`src/rtl/reg_scoreboard.sv`:
```
// -----------------------------------------------------------------------------
// reg_scoreboard
// Register scoreboard and stall controller for the ID stage. Keeps a small
// pending-write counter per architectural register, stalls the decoding
// instruction while one of its operands is still in flight (or while its
// destination counter is full), and retires entries on register-file
// writeback.
//
// Ports
//   clk             in   rising-edge clock
//   rst             in   asynchronous active-low reset
//   id_valid        in   real instruction present in ID
//   id_src1         in   first source register index
//   id_src2         in   second source register index
//   id_single_src   in   1 = src2 is not read
//   id_wb_en        in   decoding instruction writes a register
//   id_dest         in   destination of the decoding instruction
//   wb_en           in   register-file write this cycle
//   wb_dest         in   register-file write index
//   flush           in   synchronous clear of all pending state
//   hazard_detected out  stall ID/IF, bubble into EXE
//   pending         out  bit r set while register r has writes in flight
//   sb_err          out  sticky: retire seen on a register with no pending write
//   stall_cycles    out  [31:0] saturating count of stall cycles
//                        (present only when SB_STALL_CNT_EN is defined)
//
// Configuration macro: SB_STALL_CNT_EN
// -----------------------------------------------------------------------------
module reg_scoreboard #(
   parameter int NUM_REGS = 32,
   parameter int CNT_W    = 2
) (
   input  logic                        clk,
   input  logic                        rst,
   input  logic                        id_valid,
   input  logic [$clog2(NUM_REGS)-1:0] id_src1,
   input  logic [$clog2(NUM_REGS)-1:0] id_src2,
   input  logic                        id_single_src,
   input  logic                        id_wb_en,
   input  logic [$clog2(NUM_REGS)-1:0] id_dest,
   input  logic                        wb_en,
   input  logic [$clog2(NUM_REGS)-1:0] wb_dest,
   input  logic                        flush,
   output logic                        hazard_detected,
   output logic [NUM_REGS-1:0]         pending,
   output logic                        sb_err
`ifdef SB_STALL_CNT_EN
   ,
   output logic [31:0]                 stall_cycles
`endif
);

   localparam int               IDX_W   = $clog2(NUM_REGS);
   localparam logic [CNT_W-1:0] CNT_MAX = {CNT_W{1'b1}};

   logic [CNT_W-1:0]    r_cnt     [NUM_REGS];
   logic [CNT_W-1:0]    w_cnt_nxt [NUM_REGS];
   logic [NUM_REGS-1:0] r_pending;
   logic [NUM_REGS-1:0] w_pend_nxt;
   logic                r_sb_err;

   logic                w_src1_busy;
   logic                w_src2_busy;
   logic                w_dest_full;
   logic                w_hazard;
   logic                w_issue;
   logic                w_retire;
   logic [NUM_REGS-1:0] w_inc_vec;
   logic [NUM_REGS-1:0] w_dec_vec;
   logic [NUM_REGS-1:0] w_undf_vec;
   logic                w_underflow;

   // Hazard terms look only at registered counters, so a writeback in the
   // same cycle does not release the stall until the following cycle.
   always_comb begin
      w_src1_busy = (id_src1 != '0) && (r_cnt[id_src1] != '0);
      w_src2_busy = !id_single_src && (id_src2 != '0) && (r_cnt[id_src2] != '0);
      // A full destination counter would wrap on another issue (WAW overflow).
      w_dest_full = id_wb_en && (id_dest != '0) && (r_cnt[id_dest] == CNT_MAX);
      w_hazard    = id_valid && (w_src1_busy || w_src2_busy || w_dest_full);
   end

   assign w_issue  = id_valid && !w_hazard && id_wb_en && (id_dest != '0);
   assign w_retire = wb_en && (wb_dest != '0);

   // One-hot decode of issue/retire targets. Register 0 is excluded by
   // w_issue/w_retire, so its counter can never leave zero.
   always_comb begin
      w_inc_vec = '0;
      w_dec_vec = '0;
      for (int r = 0; r < NUM_REGS; r++) begin
         w_inc_vec[r] = w_issue  && (id_dest == IDX_W'(r));
         w_dec_vec[r] = w_retire && (wb_dest == IDX_W'(r));
      end
   end

   always_comb begin
      w_pend_nxt = '0;
      w_undf_vec = '0;
      for (int r = 0; r < NUM_REGS; r++) begin
         w_cnt_nxt[r] = r_cnt[r];
         if (flush) begin
            // Flush wins over any issue/retire presented in the same cycle.
            w_cnt_nxt[r] = '0;
         end else begin
            w_undf_vec[r] = w_dec_vec[r] && (r_cnt[r] == '0);
            if (w_inc_vec[r] && !w_dec_vec[r]) begin
               w_cnt_nxt[r] = r_cnt[r] + CNT_W'(1);
            end else if (w_dec_vec[r] && !w_inc_vec[r] && (r_cnt[r] != '0)) begin
               w_cnt_nxt[r] = r_cnt[r] - CNT_W'(1);
            end
         end
         w_pend_nxt[r] = (w_cnt_nxt[r] != '0);
      end
   end

   assign w_underflow = |w_undf_vec;

   always_ff @(posedge clk or negedge rst) begin
      if (!rst) begin
         for (int r = 0; r < NUM_REGS; r++) begin
            r_cnt[r] <= '0;
         end
         r_pending <= '0;
         r_sb_err  <= 1'b0;
      end else begin
         for (int r = 0; r < NUM_REGS; r++) begin
            r_cnt[r] <= w_cnt_nxt[r];
         end
         r_pending <= w_pend_nxt;
         r_sb_err  <= r_sb_err | w_underflow;
      end
   end

   assign hazard_detected = w_hazard;
   assign pending         = r_pending;
   assign sb_err          = r_sb_err;

`ifdef SB_STALL_CNT_EN
   logic [31:0] r_stall_cycles;

   // Performance counter: survives flush, saturates instead of wrapping.
   always_ff @(posedge clk or negedge rst) begin
      if (!rst) begin
         r_stall_cycles <= '0;
      end else if (w_hazard && (r_stall_cycles != 32'hFFFF_FFFF)) begin
         r_stall_cycles <= r_stall_cycles + 32'd1;
      end
   end

   assign stall_cycles = r_stall_cycles;
`endif

endmodule

```
`config.mk`:
```
export PLATFORM = sky130hd
export DESIGN_NAME = reg_scoreboard
export DESIGN_NICKNAME = d
export VERILOG_FILES = /design/src/rtl/reg_scoreboard.sv
export SDC_FILE = /design/constraint.sdc
export NUM_CORES = 1
export LEC_CHECK = 0
export ABC_CLOCK_PERIOD_IN_PS = 4320
export CAP_MARGIN = 20
export CELL_PAD_IN_SITES_DETAIL_PLACEMENT = 0
export CELL_PAD_IN_SITES_GLOBAL_PLACEMENT = 2
export CORE_MARGIN = 3
export CORE_UTILIZATION = 38
export CTS_CLUSTER_DIAMETER = 120
export DETAILED_ROUTE_END_ITERATION = 16
export PLACE_DENSITY = 0.85
export SETUP_SLACK_MARGIN = 0.02
export SYNTH_ARGS = -nofsm -noshare
export SYNTH_HDL_FRONTEND = slang
export SYNTH_SLANG_ARGS = --single-unit
```
`constraint.sdc`:
```
create_clock -name clk -period 4.32 [get_ports clk]
set_input_delay 0.648 -clock clk [delete_from_list [all_inputs] [get_ports clk]]
set_output_delay 0.648 -clock clk [all_outputs]
set_load 0.005 [all_outputs]
```
==> results_dict.tcl <==
set metrics [dict create \
    synthTopCellsByArea "dfrtp_1 (30%), nor2_1 (5.9%), nor3_1 (5.7%)" \
    finClkSkew_ps 12.7 \
    whs_ps 218 \
    timing.final.max_slew_violations 0 \
    clock-sinks 97 \
    synth_top_area_cell "dfrtp_1" \
    drt_iter0_drc 846 \
    syn_inst 1055 \
    p_sw_w 0.000661 \
    antenna_found_initial 0 \
    p_total_w 0.00210 \
    wl_per_cell_um 22.3 \
    startpoint "id_src1[1]" \
    r2r-start "r_cnt[44]$_DFF_PN0_" \
    detailedPlacementHpwl_um 23600 \
    fin_ws_ps 160 \
    grt_max_degree 96 \
    min_period_ps 4160 \
    internal_power_w 0.00144 \
    antenna_left 0 \
    grt_setup_unrepaired "no" \
    ys_warn_count 0 \
    crit_path_end_kind "primary output" \
    rows 53 \
    period_share_pct 96.3 \
    slew_headroom_pct 38.4 \
    combPwrFrac_pct 17.0 \
    pre_cts_ws_ps 153 \
    die_w_um 153 \
    synth_cell_type_count 70 \
    cts_tree "yes" \
    synth_fp_nets 1113 \
    dp.cells 1374 \
    r2r_cells 9 \
    tightest_slew_ps 924 \
    initial_core_util_pct 38.8 \
    routed_wl_um 30900 \
    cts_buffer_depth 2 \
    syn_to_final_growth_pct 16.4 \
    ir_drop_uv 189 \
    run_status "completed" \
    routabilityCongestion 0.991 \
    root_buffer "clkbuf_16" \
    synth_top_area_share_pct 29.6 \
    cts_hold_buf 0 \
    gr-total-overflow 0 \
    p_sw_share_pct 31.5 \
    firstDrtPassIters 5 \
    p_per_area_nw_per_um2 220 \
    max_freq_mhz 240 \
    crit_required_ps 3670 \
    drive_gt1_share_pct 7.98 \
    io_buffers 60 \
    nNetsFinal 1168 \
    postSynthAreaPerCell_um2 7.76 \
    vias_per_cell 6.11 \
    netlist_area_um2 8190 \
    mostFrequentLayoutCell "nor2_1" \
    antenna_cells 0 \
    report.final.setup_viol 0 \
    synth-edff-count 0 \
    htreeDepth 3 \
    finalHoldViolCount 0 \
    grt_pass1_vias 7978 \
    clock_latency_ps 360 \
    cap_violations 0 \
    tns_ps 0 \
    die_h_um 153 \
    critPathMaxFanout 17 \
    clkTransAtPathRegs_ps 70 \
    p_leak_nw 3.56 \
    layout_common_cells "nor2_1 (129), dfrtp_1 (97), nor3_1 (93), nand2_1 (92), inv_1 (75)" \
    drcViolationCount 0 \
    final_cells 1390 \
    ys_seq_elements 97 \
    grt_use_total_pct 26.1 \
    vias 8493 \
    crit_path_start_kind "input pin" \
    power_frac_clock_pct 39.4 \
    synth-seq-area-share_pct 29.6 \
    arrival_ps 3510 \
    grt_pass1_wl_um 48000 \
    die-area_um2 23300 \
    io-pin-count 61 \
    hold_path_class "in -> async" \
    yosys_most_used_dff "dfrtp_1" \
    async_flop_share_pct 100 \
    power_frac_seq_pct 43.6 \
    crit_type "in -> out" \
    cts_made_buffers 9 \
    fp.coreArea_um2 21100 \
]
[cell type report]
cell class	instances	area [µm²]
fillers	2197	11600
flip-flops and latches	97	2430
multi-input cells	821	5200
repair buffers	104	976
inverters	77	289
clock buffers	10	239
well taps	275	344
clock inverters	6	50.0
[synthesized netlist by cell type, types with 18 or more instances]
cell / instances
ha_1: 31
inv_1: 75
nor2_1: 129
dfrtp_1: 97
o32a_1: 21
a21oi_1: 38
o21bai_1: 18
nand3_1: 49
buf_2: 24
nand2_1: 93
nor3_1: 93
a2111oi_0: 28
clkbuf_1: 30
o21ai_0: 31
mux2i_1: 33
nor4_1: 36
[path summary, 6_finish.rpt]
| check | to | slack [ps] |
|---|---|---|
| setup / recovery | hazard_detected | 160 |
| hold / removal | r_cnt[11]$_DFF_PN0_ | 220 |
| setup reg to reg | pending[8]$_DFF_PN0_ | 1040 |
| hold reg to reg | sb_err$_DFF_PN0_ | 490 |
| max in group asynchronous | pending[3]$_DFF_PN0_ | 3220 |
| min in group clk | sb_err$_DFF_PN0_ | 490 |
[timing repair]
action	4_1_cts	5_1_grt
resized for setup	0	1
setup endpoints to repair	0	1
buffers inserted	0	0
[sequential cells by signal (all words and copies together) (netlist names)]
register and cells:
r_cnt 64, pending 32, sb_err 1
[power by group through the flow]
stage	registers (W)	clock network [W]	logic [W]
finish	0.000914	0.000826	0.000357
global route	0.000914	0.000887	0.000382
CTS	0.000913	0.000852	0.000352
detailed placement	0.000932	0	0.000352
global placement	0.000932	0	0.000351
floorplan	0.000931	0	0.000192
[worst max-delay path: stages]
cell and delay [ps]:
clkdlybuf4s50_1 560, buf_4 280, nor3_1 230, a31oi_1 80, mux4_2 500, a32o_1 230
a211o_2 310, a21oi_2 180, nor2b_1 60, clkdlybuf4s50_1 440
[metal layers]
layer / vias up / global-route usage, % / wire [µm]
met3: 56 / 3.46 / 1750
met1: 4099 / 35.8 / 13700
met2: 296 / 42.8 / 14500
met5: - / 0 / 0
li1: 4042 / - / -
met4: 0 / 8.82 / 1070
[through the flow]
stage	cell area, µm²	util [%]
floorplan	8190	-
finish	9530	45.2
CTS	9520	45.2
global route	9530	45.2
detailed placement	9230	43.8
global placement	9230	43.8
[cells by family after synthesis]
family | after synthesis | synth area share, %
fa+ha+maj | 31 | 4.74
buf+inv | 137 | 6.92
compound gates | 243 | 22.4
mux | 42 | 5.96
simple gates | 505 | 30.4
flops | 97 | 29.6
(Power assumes the default switching activity.)
